<file path="config.mk">
export PLATFORM = sky130hd
export DESIGN_NAME = control_unit
export DESIGN_NICKNAME = d
export VERILOG_FILES = /design/src/rtl/control_unit.sv
export SDC_FILE = /design/constraint.sdc
export NUM_CORES = 1
export LEC_CHECK = 0
export CAP_MARGIN = 20
export CORE_MARGIN = 2
export CORE_UTILIZATION = 25
export DETAILED_ROUTE_END_ITERATION = 16
export SETUP_SLACK_MARGIN = 0.05
export SYNTH_ARGS = -nofsm -noshare
export SYNTH_HDL_FRONTEND = slang
export SYNTH_SLANG_ARGS = --single-unit
export TNS_END_PERCENT = 100
</file>
<file path="constraint.sdc">
create_clock -name Clock -period 2.98 [get_ports Clock]
set_input_delay 0.298 -clock Clock [delete_from_list [all_inputs] [get_ports Clock]]
set_output_delay 0.298 -clock Clock [all_outputs]
set_load 0.02 [all_outputs]
</file>
<file path="src/rtl/control_unit.sv">
// Moore control sequencer for the Mini-SRC datapath: fetch T0-T2, then per-opcode execute T3-T6.
// Optional MEM_WAIT_EN: T1 stretches until MemReady, adding the MemReady port.
module control_unit #(
    parameter int unsigned WORD_W = 32,
    parameter int unsigned OP_W   = 5
) (
    input  logic              Clock,
    input  logic              Clear,
    input  logic [WORD_W-1:0] IR,
    input  logic              Stop,
`ifdef MEM_WAIT_EN
    input  logic              MemReady,
`endif
    output logic              PCout,
    output logic              PCin,
    output logic              IncPC,
    output logic              MARin,
    output logic              MDRin,
    output logic              MDRout,
    output logic              Read,
    output logic              IRin,
    output logic              Yin,
    output logic              ZHighin,
    output logic              ZLowin,
    output logic              ZHighout,
    output logic              ZLowout,
    output logic              HIin,
    output logic              LOin,
    output logic              Cout,
    output logic              Gra,
    output logic              Grb,
    output logic              Grc,
    output logic              Rin,
    output logic              Rout,
    output logic [OP_W-1:0]   OP,
    output logic              Run,
    output logic              IllegalOp,
    output logic [3:0]        State
);

    typedef enum logic [3:0] {
        S_RESET = 4'd0, S_T0 = 4'd1, S_T1 = 4'd2, S_T2 = 4'd3, S_T3 = 4'd4,
        S_T4 = 4'd5, S_T5 = 4'd6, S_T6 = 4'd7, S_HALT = 4'd8
    } state_e;

    typedef enum logic [2:0] {
        C_RALU, C_IMM, C_MULDIV, C_UNARY, C_NOP, C_HALT, C_ILL
    } class_e;

    state_e          state_q, state_d;
    logic            illegal_q, illegal_d;
    logic [OP_W-1:0] opcode;
    logic [OP_W-1:0] imm_op;
    class_e          cls;
    state_e          final_next;
    logic            unused_ir;

    // Ra/Rb/Rc fields are consumed by the datapath's register-select logic, not here
    assign opcode    = IR[WORD_W-1 -: OP_W];
    assign unused_ir = ^IR[WORD_W-OP_W-1:0];

    always_comb begin
        cls = C_ILL;
        if (opcode >= OP_W'(3) && opcode <= OP_W'(11))       cls = C_RALU;
        else if (opcode >= OP_W'(12) && opcode <= OP_W'(14)) cls = C_IMM;
        else if (opcode == OP_W'(15) || opcode == OP_W'(16)) cls = C_MULDIV;
        else if (opcode == OP_W'(17) || opcode == OP_W'(18)) cls = C_UNARY;
        else if (opcode == OP_W'(26))                        cls = C_NOP;
        else if (opcode == OP_W'(27))                        cls = C_HALT;
    end

    // Immediate forms reuse the register ALU ops: addi->add, andi->and, ori->or
    always_comb begin
        case (opcode)
            OP_W'(12): imm_op = OP_W'(3);
            OP_W'(13): imm_op = OP_W'(5);
            default:   imm_op = OP_W'(6);
        endcase
    end

    assign final_next = Stop ? S_HALT : S_T0;

    always_ff @(posedge Clock or posedge Clear) begin
        if (Clear) begin
            state_q   <= S_RESET;
            illegal_q <= 1'b0;
        end else begin
            state_q   <= state_d;
            illegal_q <= illegal_d;
        end
    end

    always_comb begin
        state_d   = state_q;
        illegal_d = illegal_q;
        PCout = 1'b0; PCin = 1'b0; IncPC = 1'b0; MARin = 1'b0; MDRin = 1'b0;
        MDRout = 1'b0; Read = 1'b0; IRin = 1'b0; Yin = 1'b0; ZHighin = 1'b0;
        ZLowin = 1'b0; ZHighout = 1'b0; ZLowout = 1'b0; HIin = 1'b0; LOin = 1'b0;
        Cout = 1'b0; Gra = 1'b0; Grb = 1'b0; Grc = 1'b0; Rin = 1'b0; Rout = 1'b0;
        OP = '0;
        case (state_q)
            S_RESET: state_d = S_T0;
            S_T0: begin
                PCout = 1'b1; MARin = 1'b1; IncPC = 1'b1; ZLowin = 1'b1;
                state_d = S_T1;
            end
            S_T1: begin
                ZLowout = 1'b1; Read = 1'b1; MDRin = 1'b1;
`ifdef MEM_WAIT_EN
                // PC update only on the exit cycle so it is written exactly once
                PCin = MemReady;
                if (MemReady) state_d = S_T2;
`else
                PCin = 1'b1;
                state_d = S_T2;
`endif
            end
            S_T2: begin
                MDRout = 1'b1; IRin = 1'b1;
                case (cls)
                    C_NOP:  state_d = final_next;
                    C_HALT: state_d = S_HALT;
                    C_ILL: begin
                        state_d   = final_next;
                        illegal_d = 1'b1;
                    end
                    default: state_d = S_T3;
                endcase
            end
            S_T3: begin
                state_d = S_T4;
                case (cls)
                    C_RALU, C_IMM: begin Grb = 1'b1; Rout = 1'b1; Yin = 1'b1; end
                    C_MULDIV:      begin Gra = 1'b1; Rout = 1'b1; Yin = 1'b1; end
                    C_UNARY: begin
                        Grb = 1'b1; Rout = 1'b1; ZLowin = 1'b1; OP = opcode;
                    end
                    default: state_d = S_T0;
                endcase
            end
            S_T4: begin
                state_d = S_T5;
                case (cls)
                    C_RALU: begin Grc = 1'b1; Rout = 1'b1; ZLowin = 1'b1; OP = opcode; end
                    C_IMM:  begin Cout = 1'b1; ZLowin = 1'b1; OP = imm_op; end
                    C_MULDIV: begin
                        Grb = 1'b1; Rout = 1'b1; ZHighin = 1'b1; ZLowin = 1'b1; OP = opcode;
                    end
                    C_UNARY: begin
                        ZLowout = 1'b1; Gra = 1'b1; Rin = 1'b1;
                        state_d = final_next;
                    end
                    default: state_d = S_T0;
                endcase
            end
            S_T5: begin
                case (cls)
                    C_RALU, C_IMM: begin
                        ZLowout = 1'b1; Gra = 1'b1; Rin = 1'b1;
                        state_d = final_next;
                    end
                    C_MULDIV: begin ZLowout = 1'b1; LOin = 1'b1; state_d = S_T6; end
                    default:  state_d = S_T0;
                endcase
            end
            S_T6: begin
                if (cls == C_MULDIV) begin
                    ZHighout = 1'b1; HIin = 1'b1;
                    state_d = final_next;
                end else begin
                    state_d = S_T0;
                end
            end
            S_HALT:  state_d = S_HALT;
            default: state_d = S_RESET;
        endcase
    end

    assign Run       = (state_q != S_RESET) && (state_q != S_HALT);
    assign IllegalOp = illegal_q;
    assign State     = state_q;

endmodule

</file>
==> summary.txt, run 1 <==
Clocking
  • Root Buffer: clkbuf_8
  • Worst-Skew Late Latency: 0.22 ns
  • Clk slew on worst S/H paths: 0.04 ns
  • Max clock buf depth: 2
  • H-tree depth: 1
  • Clock sinks: 5
  • Post-CTS setup buffers: 0
  • Hold buffers post-CTS: 0
  • Total CTS buffers: 3
  • CTS tree: done

Placement
  • Dpl cells: 218
  • PortBufs: 39
  • Pre-CTS WS: 0.185 ns
  • Area of placed instances: 1360 µm²
  • GPL Wtd Cong: 0.789
  • DP HPWL: 2260 µm

Worst setup path
  • Critical path type: primary input to output pin
  • CP required: 2.68 ns
  • Crit end category: output pin
  • Worst setup SP type: primary input
  • Worst Path Max Fanout: 18
  • R2r setup slk: 1.26 ns
  • Worst flop-to-flop path startpoint: State[0]
  • Reg2reg end: State[3]
  • Crit path arrival time: 2.49 ns
  • Worst R2R Path Depth: 6

Finish
  • Final #Nets: 210
  • Fraction of layout cells with a size suffix above 1: 12.1%
  • Ant diodes: 0
  • Final design utilization: 38.8%
  • Layout Cells excl Fill: 222
  • Design area: 1410 µm²
  • Syn-to-layout area delta: 51.1%

Detailed routing
  • Drc violations: 0
  • Drt first pass iters: 5
  • Antenna Nets Post-Route: 0
  • Total Wirelength: 3010 µm
  • WL/cell: 13.6 µm
  • Initial DRC Count: 45
  • Routed vias: 1167
  • Vias/cell: 5.26

STA
  • Pins Over Slew Limit: 0
  • Hold Vio Cnt, Final: 0
  • F_max: 359 MHz
  • TNS Setup: 0 ns
  • Worst rel slew slack: 68.2%
  • # setup viols final: 0
  • Setup Skew: 0.000735 ns
  • Setup WS post-layout: 0.195 ns
  • Final worst path period need: 2.79 ns
  • Final Cycle Share: 93.5%
  • WHS: 0.284 ns
  • RSZ-0062 raised after global routing: no
  • Worst slew pin tran: 0.477 ns

Global routing
  • Met3 usage in global routing: 1.88%
  • GR Util met1: 19.6%
  • Overflow after GRT: 0
  • Vias in the first global route: 1125
  • Global routing usage on met2: 24.1%
  • Largest net degree at the start of global routing: 21
  • Initial antenna violation count: 0
  • Total GRT Usage: 14.5%
  • First-pass GRT wire length: 5070 µm
  • GR peak layer: met2

Die
  • # IOs: 67
  • Row count: 22
  • Core area: 3630 µm²
  • Die area: 4240 µm²
  • Die span in x: 65.1 µm
  • Die height: 65.1 µm
  • Starting Density: 25.7%

Synthesis
  • Asr flop ratio synth: 100%
  • Avg Cell Area, Syn: 6.62 µm²
  • Seq cells post-synth: 5
  • Primary FF master, synth: dfrtp_1
  • Syn Nets: 176
  • Netlist Area Pre-Place: 933 µm²
  • Yosys warns: 0
  • Number of synthesized flops with an enable pin: 0
  • Cells after synthesis: 141
  • Yosys cell types: 41
  • Seq/Total Area, Yosys: 13.4%

Run
  • Max-cap violations: 0

Worst hold path
  • Hold Path Class: primary input to asynchronous set/reset pin

Power and ir drop
  • Power Dens Cells: 778 nW/µm²
  • Overall power: 1.10 mW
  • LEAKAGE: 0.500 nW
  • Worst IR Drop VDD: 0.000416 V

Run status
  • Outcome: completed
==> worst max-delay path: stages <==
cell and delay [ns]:
clkdlybuf4s50_1 0.44, buf_12 0.17, or2_2 0.32, o22ai_2 0.23, nand2_1 0.18, o22ai_1 0.21, clkdlybuf4s50_1 0.64
==> registers in the layout, indices dropped and copies added (netlist names) <==
register   flops
IllegalOp      1
State          4
==> synthesized netlist by cell type, types with 2 or more instances <==
cell | n | area share, %
a22oi_1 | 3 | 2.4
a211oi_1 | 2 | 1.6
nand2b_1 | 2 | 1.3
xnor2_1 | 3 | 2.8
nor2b_1 | 3 | 2.0
o22ai_1 | 3 | 2.0
dfrtp_1 | 5 | 13
and3_1 | 4 | 2.7
nor4b_1 | 3 | 2.8
a31oi_1 | 2 | 1.3
inv_1 | 5 | 2.0
nor3_1 | 11 | 5.9
and2_1 | 3 | 2.0
a21oi_1 | 9 | 4.8
buf_4 | 7 | 5.6
a32oi_1 | 3 | 2.8
o21ai_0 | 11 | 5.9
clkbuf_1 | 8 | 3.2
nand3_1 | 2 | 1.1
buf_2 | 4 | 2.1
nand4_1 | 2 | 1.3
nor2_1 | 15 | 6.0
nand2_1 | 13 | 5.2
==> cells by family (layout without fill, tap and decap cells) <==
family          count (synthesis)  count (layout)  synth area share, %
xor+xnor                        3               3                 2.82
simple gates                   63              63                 34.5
fa+ha+maj                       1               1                 1.07
flops                           5               5                 13.4
buf+inv                        25              58                 14.2
compound gates                 44              44                 34.0
==> what timing repair did <==
item                                    4_1_cts  5_1_grt
resized for setup                             0        2
endpoints found under the setup margin        0        4
endpoints found under the hold margin         0        0
==> cell usage in the layout (no fill, tap or decap), types with 2 or more instances in the layout <==
| master | count |
|---|---|
| nand4_1 | 2 |
| nor2_1 | 15 |
| buf_4 | 9 |
| nor2b_1 | 2 |
| nor3_1 | 11 |
| clkbuf_8 | 3 |
| o21ai_0 | 11 |
| dfrtp_1 | 5 |
| xnor2_1 | 3 |
| a211oi_1 | 2 |
| and3_1 | 4 |
| and2_1 | 3 |
| nand2b_1 | 2 |
| clkdlybuf4s50_1 | 39 |
| a32oi_1 | 3 |
| nand2_1 | 13 |
| o22ai_1 | 3 |
| a31oi_1 | 2 |
| a22oi_1 | 3 |
| inv_1 | 5 |
| a21oi_1 | 9 |
| nor4b_1 | 3 |
| nand3_1 | 2 |
==> how the worst max path moves through the flow <==
| stage | startpoint | to | slack [ns] | cells past startpoint |
|---|---|---|---|---|
| floorplan | State[0] | MDRout | 0.88 | 4 |
| global placement | IR[27] | Grb | 0.20 | 7 |
| detailed placement | IR[28] | Rin | 0.18 | 7 |
| CTS | IR[27] | Grb | 0.19 | 7 |
| global route | IR[29] | Grb | 0.07 | 7 |
| finish | IR[27] | Grb | 0.19 | 7 |
==> cell type report <==
cell class                      instances  area, µm²
Clock buffer                            4       45.0
Multi-Input combinational cell        111        683
Tap cell                               48       60.1
Fill cell                             395       2220
Inverter                                5       18.8
Sequential cell                         5        125
Timing Repair Buffer                   49        478
==> metal layers <==
layer  vias up  routed length, µm
met5         -                  0
met4         0                 41
met3         6                124
met2        35               1490
met1       552               1360
li1        574                  -
==> power by group <==
part	internal (mW)	switching, mW	total (mW)
combinational	0.356	0.451	0.806
clock	0.0919	0.0335	0.125
sequential	0.0954	0.0696	0.165
Note: power is estimated with default switching activity, not from simulation.
==> inputs of run 2 (changes only) <==
--- a/config.mk
+++ b/config.mk
@@ -5,10 +5,12 @@
 export SDC_FILE = /design/constraint.sdc
 export NUM_CORES = 1
 export LEC_CHECK = 0
+export ABC_AREA = 0
 export CAP_MARGIN = 20
 export CORE_MARGIN = 2
 export CORE_UTILIZATION = 25
 export DETAILED_ROUTE_END_ITERATION = 16
+export GPL_TIMING_DRIVEN = 0
 export SETUP_SLACK_MARGIN = 0.05
 export SYNTH_ARGS = -nofsm -noshare
 export SYNTH_HDL_FRONTEND = slang
==> run 2 against run 1 <==
Net effect: worst hold slack lost 0.0044 ns; total power grew 1.6%; design area shrank 0.71%; register-to-register slack lost 0.06 ns; clock skew grew 0.00057 ns; combinational power grew 6.5%; sequential share of layout area grew 0.063 points; setup slack gained 0.0069 ns; die area is the same.
==> summary.txt, run 2 (synthesis gave the netlist of run 1 again) <==
Worst setup path
  • Worst Path Max Fanout: 6 (-12)
  • R2r setup slk: 1.20 ns (-0.06 ns)
  • Worst flop-to-flop path startpoint: State[0]
  • Crit end category: output pin
  • Worst R2R Path Depth: 5 (-1)
  • Reg2reg end: State[0]
  • Crit path arrival time: 2.48 ns (about the same)
  • Worst setup SP type: primary input
  • Crit path from: IR[31]
  • CP required: 2.68 ns (about the same)
  • Critical path type: primary input to output pin
  • Critical path endpoint: ZHighout

Clocking
  • Root Buffer: clkbuf_8
  • Clk slew on worst S/H paths: 0.03 ns (about the same)
  • Post-CTS setup buffers: 0 (unchanged)
  • Clock sinks: 5 (unchanged)
  • H-tree depth: 1 (unchanged)
  • Total CTS buffers: 3 (unchanged)
  • Resized cells post-CTS: 1 (+1)
  • Worst-Skew Late Latency: 0.21 ns (about the same)
  • Hold buffers post-CTS: 0 (unchanged)
  • Max clock buf depth: 2 (unchanged)
  • CTS tree: done

Die
  • Die height: 65.1 µm (unchanged)
  • Die span in x: 65.1 µm (unchanged)
  • # IOs: 67 (unchanged)
  • Starting Density: 25.7% (unchanged)
  • Die area: 4240 µm² (unchanged)
  • Core area: 3630 µm² (unchanged)
  • Row count: 22 (unchanged)

Power and ir drop
  • Switching Share: 49.6% (-0.93 points)
  • Worst IR Drop VDD: 0.000514 V (+24%)
  • Power Dens Cells: 795 nW/µm² (+2.3%)
  • Logic pwr share: 77.0% (+3.5 points)
  • LEAKAGE: 0.516 nW (+3.2%)
  • Clock Power Share: 10.8% (-0.6 points)
  • Sequential group share of total power: 12.1% (-2.9 points)
  • P_int: 562 µW (+3.5%)
  • Sw power: 552 µW (-0.31%)

STA
  • Hold Vio Cnt, Final: 0 (unchanged)
  • Pins Over Slew Limit: 0 (unchanged)
  • Final Cycle Share: 93.2% (-0.23 points)
  • # setup viols final: 0 (unchanged)
  • Worst rel slew slack: 60.3% (-7.9 points)
  • Setup WS post-layout: 0.202 ns (+0.00692 ns)
  • RSZ-0062 raised after global routing: no
  • Setup Skew: 0.00130 ns (+0.000570 ns)
  • Worst slew pin tran: 0.591 ns (+0.114 ns)
  • F_max: 360 MHz (+0.25%)
  • Final worst path period need: 2.78 ns (-0.00692 ns)
  • TNS Setup: 0 ns (unchanged)

Placement
  • GPL Wtd Cong: 0.888 (+13%)
  • Pre-CTS WS: 0.0667 ns (-0.118 ns)
  • PortBufs: 35 (-10%)
  • DP HPWL: 2250 µm (-0.48%)
  • Area of placed instances: 1340 µm² (-1.0%)

Global routing
  • Overflow after GRT: 0 (unchanged)
  • Total GRT Usage: 13.8% (-0.74 points)
  • Vias in the first global route: 1053 (-6.4%)
  • First-pass GRT wire length: 4830 µm (-4.8%)
  • Initial antenna violation count: 0 (unchanged)
  • Largest net degree at the start of global routing: 11 (-48%)

Detailed routing
  • WL/cell: 13.1 µm (-3.6%)
  • Initial DRC Count: 62 (+38%)
  • Antenna Nets Post-Route: 0 (unchanged)
  • Routed vias: 1171 (+0.34%)
  • Vias/cell: 5.14 (-2.3%)
  • Drc violations: 0 (unchanged)
  • Drt first pass iters: 4 (-1)
  • Total Wirelength: 2980 µm (-0.96%)

Worst hold path
  • Hold Path Class: primary input to asynchronous set/reset pin

Finish
  • Most frequent cells in the layout: 34 x clkdlybuf4s50_1, 15 x nor2_1, 13 x nand2_1
  • Max reg flops: 4 (unchanged)
  • Fraction of layout cells with a size suffix above 1: 12.2% (+0.15 points)
  • Design area: 1400 µm² (-0.71%)
  • Commonest non-fill, non-tap cell in the layout: clkdlybuf4s50_1
  • Syn-to-layout area delta: 50.0%
  • Ant diodes: 0 (unchanged)
  • Final #Nets: 216 (+2.9%)

Run status
  • Outcome: completed

Run
  • Max-cap violations: 0 (unchanged)
run 2: cell type report:
cell class	count	area, µm²
plain buffers	20	115
fillers	411	2230
flip-flops and latches	5	125
inverters	5	18.8
repair buffers	35	353
well taps	48	60.1
multi-input cells	111	683
clock buffers	4	45.0
run 2: worst min path at each step:
stage / start / endpoint / slack [ns] / cells past startpoint
after CTS: Clear / IllegalOp / 0.28 / 2
after global routing: Clear / IllegalOp / 0.31 / 2
after global placement: IllegalOp / IllegalOp / 0.45 / 1
final: Clear / IllegalOp / 0.28 / 2
after floorplan: Clear / IllegalOp / 0.08 / 1
after detailed placement: IllegalOp / IllegalOp / 0.45 / 1
run 2: worst max-delay path: stages:
cell,delay (ns)
clkdlybuf4s50_1,0.50
or3b_4,0.43
o22ai_4,0.22
nand2_1,0.17
nor2_1,0.15
buf_4,0.12
clkdlybuf4s50_1,0.58
run 2: layer usage:
| metal | global-route usage (%) | up-vias | wire (µm) |
|---|---|---|---|
| li1 | - | 587 | - |
| met1 | 20.2 | 543 | 1410 |
| met2 | 22.4 | 41 | 1440 |
| met3 | 0.856 | 0 | 139 |
| met4 | 2.86 | 0 | 0 |
| met5 | 0 | - | 0 |
run 2: power by group through the flow:
stage	Clock (mW)	Sequential, mW	Combinational, mW
after CTS	0.124	0.136	0.858
after global placement	0	0.137	0.857
after global routing	0.127	0.142	0.930
after detailed placement	0	0.137	0.855
after floorplan	0	0.160	0.497
final	0.121	0.135	0.858
run 2: per-stage QoR:
step           hold slack (ns)  std cells  power, mW  util, %
6_report                 0.279        228       1.11     38.5
5_1_grt                  0.310        228       1.20     38.5
3_3_place_gp             0.453        224      0.994     37.0
2_1_floorplan           0.0765        141      0.657        -
3_5_place_dp             0.446        224      0.992     37.0
4_1_cts                  0.284        228       1.12     38.3
==> inputs of run 3 (changes only) <==
--- a/config.mk
+++ b/config.mk
@@ -11,6 +11,7 @@
 export CORE_UTILIZATION = 25
 export DETAILED_ROUTE_END_ITERATION = 16
 export GPL_TIMING_DRIVEN = 0
+export RECOVER_POWER = 25
 export SETUP_SLACK_MARGIN = 0.05
 export SYNTH_ARGS = -nofsm -noshare
 export SYNTH_HDL_FRONTEND = slang
==> run 3 against run 2 <==
Net effect: critical path depth stayed put; worst hold slack better by 0.14 ns; global-route usage stayed put; register-to-register slack better by 0.02 ns; sequential power hardly changed; utilization stayed put; sequential share of layout area stayed put; non-clock buffer count stayed put; first-iteration DRC count is 13% lower.
==> summary.txt, run 3 (synthesis gave the netlist of run 1 again) <==
Global routing
  • Initial antenna violation count: 0 (unchanged)
  • First-pass GRT wire length: 4830 µm (unchanged)
  • Largest net degree at the start of global routing: 11 (unchanged)
  • Vias in the first global route: 1053 (unchanged)
  • Overflow after GRT: 0 (unchanged)
  • Total GRT Usage: 13.8% (unchanged)

STA
  • Worst slew pin tran: 0.585 ns (-0.00598 ns)
  • Setup WS post-layout: 0.205 ns (+0.00307 ns)
  • F_max: 360 MHz (+0.11%)
  • Setup Skew: 0.00130 ns (unchanged)
  • Hold Vio Cnt, Final: 0 (unchanged)
  • # setup viols final: 0 (unchanged)
  • Pins Over Slew Limit: 0 (unchanged)
  • Worst rel slew slack: 60.7% (+0.40 points)
  • RSZ-0062 raised after global routing: no
  • Final Cycle Share: 93.1% (-0.10 points)
  • TNS Setup: 0 ns (unchanged)
  • Final worst path period need: 2.78 ns (-0.00307 ns)

Detailed routing
  • Met1 wire length: 1420 µm (+1.1%)
  • WL met3: 114 µm (-18%)
  • WL/cell: 13.0 µm (-0.80%)
  • Met2 Wirelength: 1420 µm (-1.0%)
  • Total Wirelength: 2960 µm (-0.80%)
  • Antenna Nets Post-Route: 0 (unchanged)
  • Routed vias: 1184 (+1.1%)
  • Drc violations: 0 (unchanged)
  • Vias/cell: 5.19 (+1.1%)
  • Drt first pass iters: 4 (unchanged)
  • Top routing layer in use: met3
  • Initial DRC Count: 54 (-13%)

Clocking
  • Max clock buf depth: 2 (unchanged)
  • Root Buffer: clkbuf_8
  • Resized cells post-CTS: 1 (unchanged)
  • H-tree depth: 1 (unchanged)
  • Worst-Skew Late Latency: 0.21 ns (about the same)
  • CTS tree: done
  • Total CTS buffers: 3 (unchanged)
  • Post-CTS setup buffers: 0 (unchanged)
  • Clk slew on worst S/H paths: 0.03 ns (about the same)
  • Clock sinks: 5 (unchanged)
  • Hold buffers post-CTS: 0 (unchanged)

Die
  • Core area: 3630 µm² (unchanged)
  • Die span in x: 65.1 µm (unchanged)
  • Row count: 22 (unchanged)
  • Die height: 65.1 µm (unchanged)
  • Starting Density: 25.7% (unchanged)
  • Die area: 4240 µm² (unchanged)
  • # IOs: 67 (unchanged)

Worst setup path
  • Critical path type: primary input to output pin
  • Critical path cell sequence: clkdlybuf4s50_1 > or3b_4 > o22ai_4 > nand2_1 > nor2_1 > buf_4 > clkdlybuf4s50_1
  • Worst Path Max Fanout: 6 (unchanged)
  • Worst setup SP type: primary input
  • Max incr delay on CP: 0.58 ns (about the same)
  • Crit end category: output pin
  • Crit path arrival time: 2.48 ns (about the same)
  • Critical Path Most Common Cell: clkdlybuf4s50_1
  • Critical-path top delay cell: clkdlybuf4s50_1
  • CP required: 2.68 ns (about the same)

Finish
  • Final design utilization: 38.5% (unchanged)
  • Final #Nets: 216 (unchanged)
  • Ant diodes: 0 (unchanged)
  • Fraction of layout cells with a size suffix above 1: 12.2% (unchanged)
  • Max reg flops: 4 (unchanged)
  • FILL cells: 411 (unchanged)
  • Commonest non-fill, non-tap cell in the layout: clkdlybuf4s50_1
  • Most frequent cells in the layout: 28 x clkdlybuf4s50_1, 15 x nor2_1, 13 x nand2_1
  • Syn-to-layout area delta: 50.0% (unchanged)

Worst hold path
  • Hold Path Class: primary input to asynchronous set/reset pin

Run
  • Max-cap violations: 0 (unchanged)

Placement
  • DP HPWL: 2250 µm (unchanged)
  • Pre-CTS WS: 0.0667 ns (unchanged)
  • PortBufs: 35 (unchanged)
  • GPL Wtd Cong: 0.888 (unchanged)

Power and ir drop
  • Power Dens Cells: 787 nW/µm² (-1.0%)
  • Worst IR Drop VDD: 0.000513 V (-0.18%)
  • LEAKAGE: 0.521 nW (+0.92%)

Run status
  • Outcome: completed
-- run 3: cell count changes in the layout (fill, tap and decap cells not counted) --
cell,delta
dlygate4sd3_1,+6
clkdlybuf4s50_1,-6
-- run 3: final timing paths --
| kind | slack (ns) | cells past startpoint | endpoint | from |
|---|---|---|---|---|
| setup reg to reg | 1.22 | 5 | State[0] | State[0] |
| min in group Clock | 0.45 | 1 | IllegalOp | IllegalOp |
| hold reg to reg | 0.45 | 1 | IllegalOp | IllegalOp |
| hold / removal | 0.42 | 2 | IllegalOp | Clear |
| max in group asynchronous | 2.40 | 2 | State[3] | Clear |
| setup / recovery | 0.20 | 7 | ZHighout | IR[31] |
-- run 3: final cells by class --
cell class	count	area, µm²	share of cell area [%]
clock buffers	4	45.0	3.22
plain buffers	20	115	8.22
flip-flops and latches	5	125	8.94
inverters	5	18.8	1.34
repair buffers	35	353	25.2
multi-input cells	111	683	48.8
well taps	48	60.1	4.29
-- run 3: worst max-delay path, delay by kind of cell --
family | cells | cell delay (ns)
AO/OA/AOI/OAI | 1 | 0.22
AND/OR/NAND/NOR | 3 | 0.76
buffers and inverters | 3 | 1.20
-- run 3: per-layer routing --
| metal | up-vias | track usage, % |
|---|---|---|
| met1 | 551 | 20.2 |
| met2 | 46 | 22.4 |
| met3 | 0 | 0.856 |
| met5 | - | 0 |
| li1 | 587 | - |
| met4 | 0 | 2.86 |
-- run 3: per-stage QoR --
stage | total power [mW] | area (µm²) | instances | hold slack, ns
after floorplan | 0.657 | 933 | 141 | 0.0765
after detailed placement | 0.992 | 1340 | 224 | 0.446
final | 1.10 | 1400 | 228 | 0.417
after global routing | 1.19 | 1400 | 228 | 0.447
after CTS | 1.12 | 1390 | 228 | 0.284
after global placement | 0.994 | 1340 | 224 | 0.453
-- run 3: power by group --
part           internal (mW)  total (mW)  switching, mW  leakage (nW)
combinational          0.364       0.848          0.484         0.438
sequential            0.0961       0.134         0.0375        0.0601
clock                 0.0915       0.121         0.0291        0.0228
total                  0.552        1.10          0.551         0.521
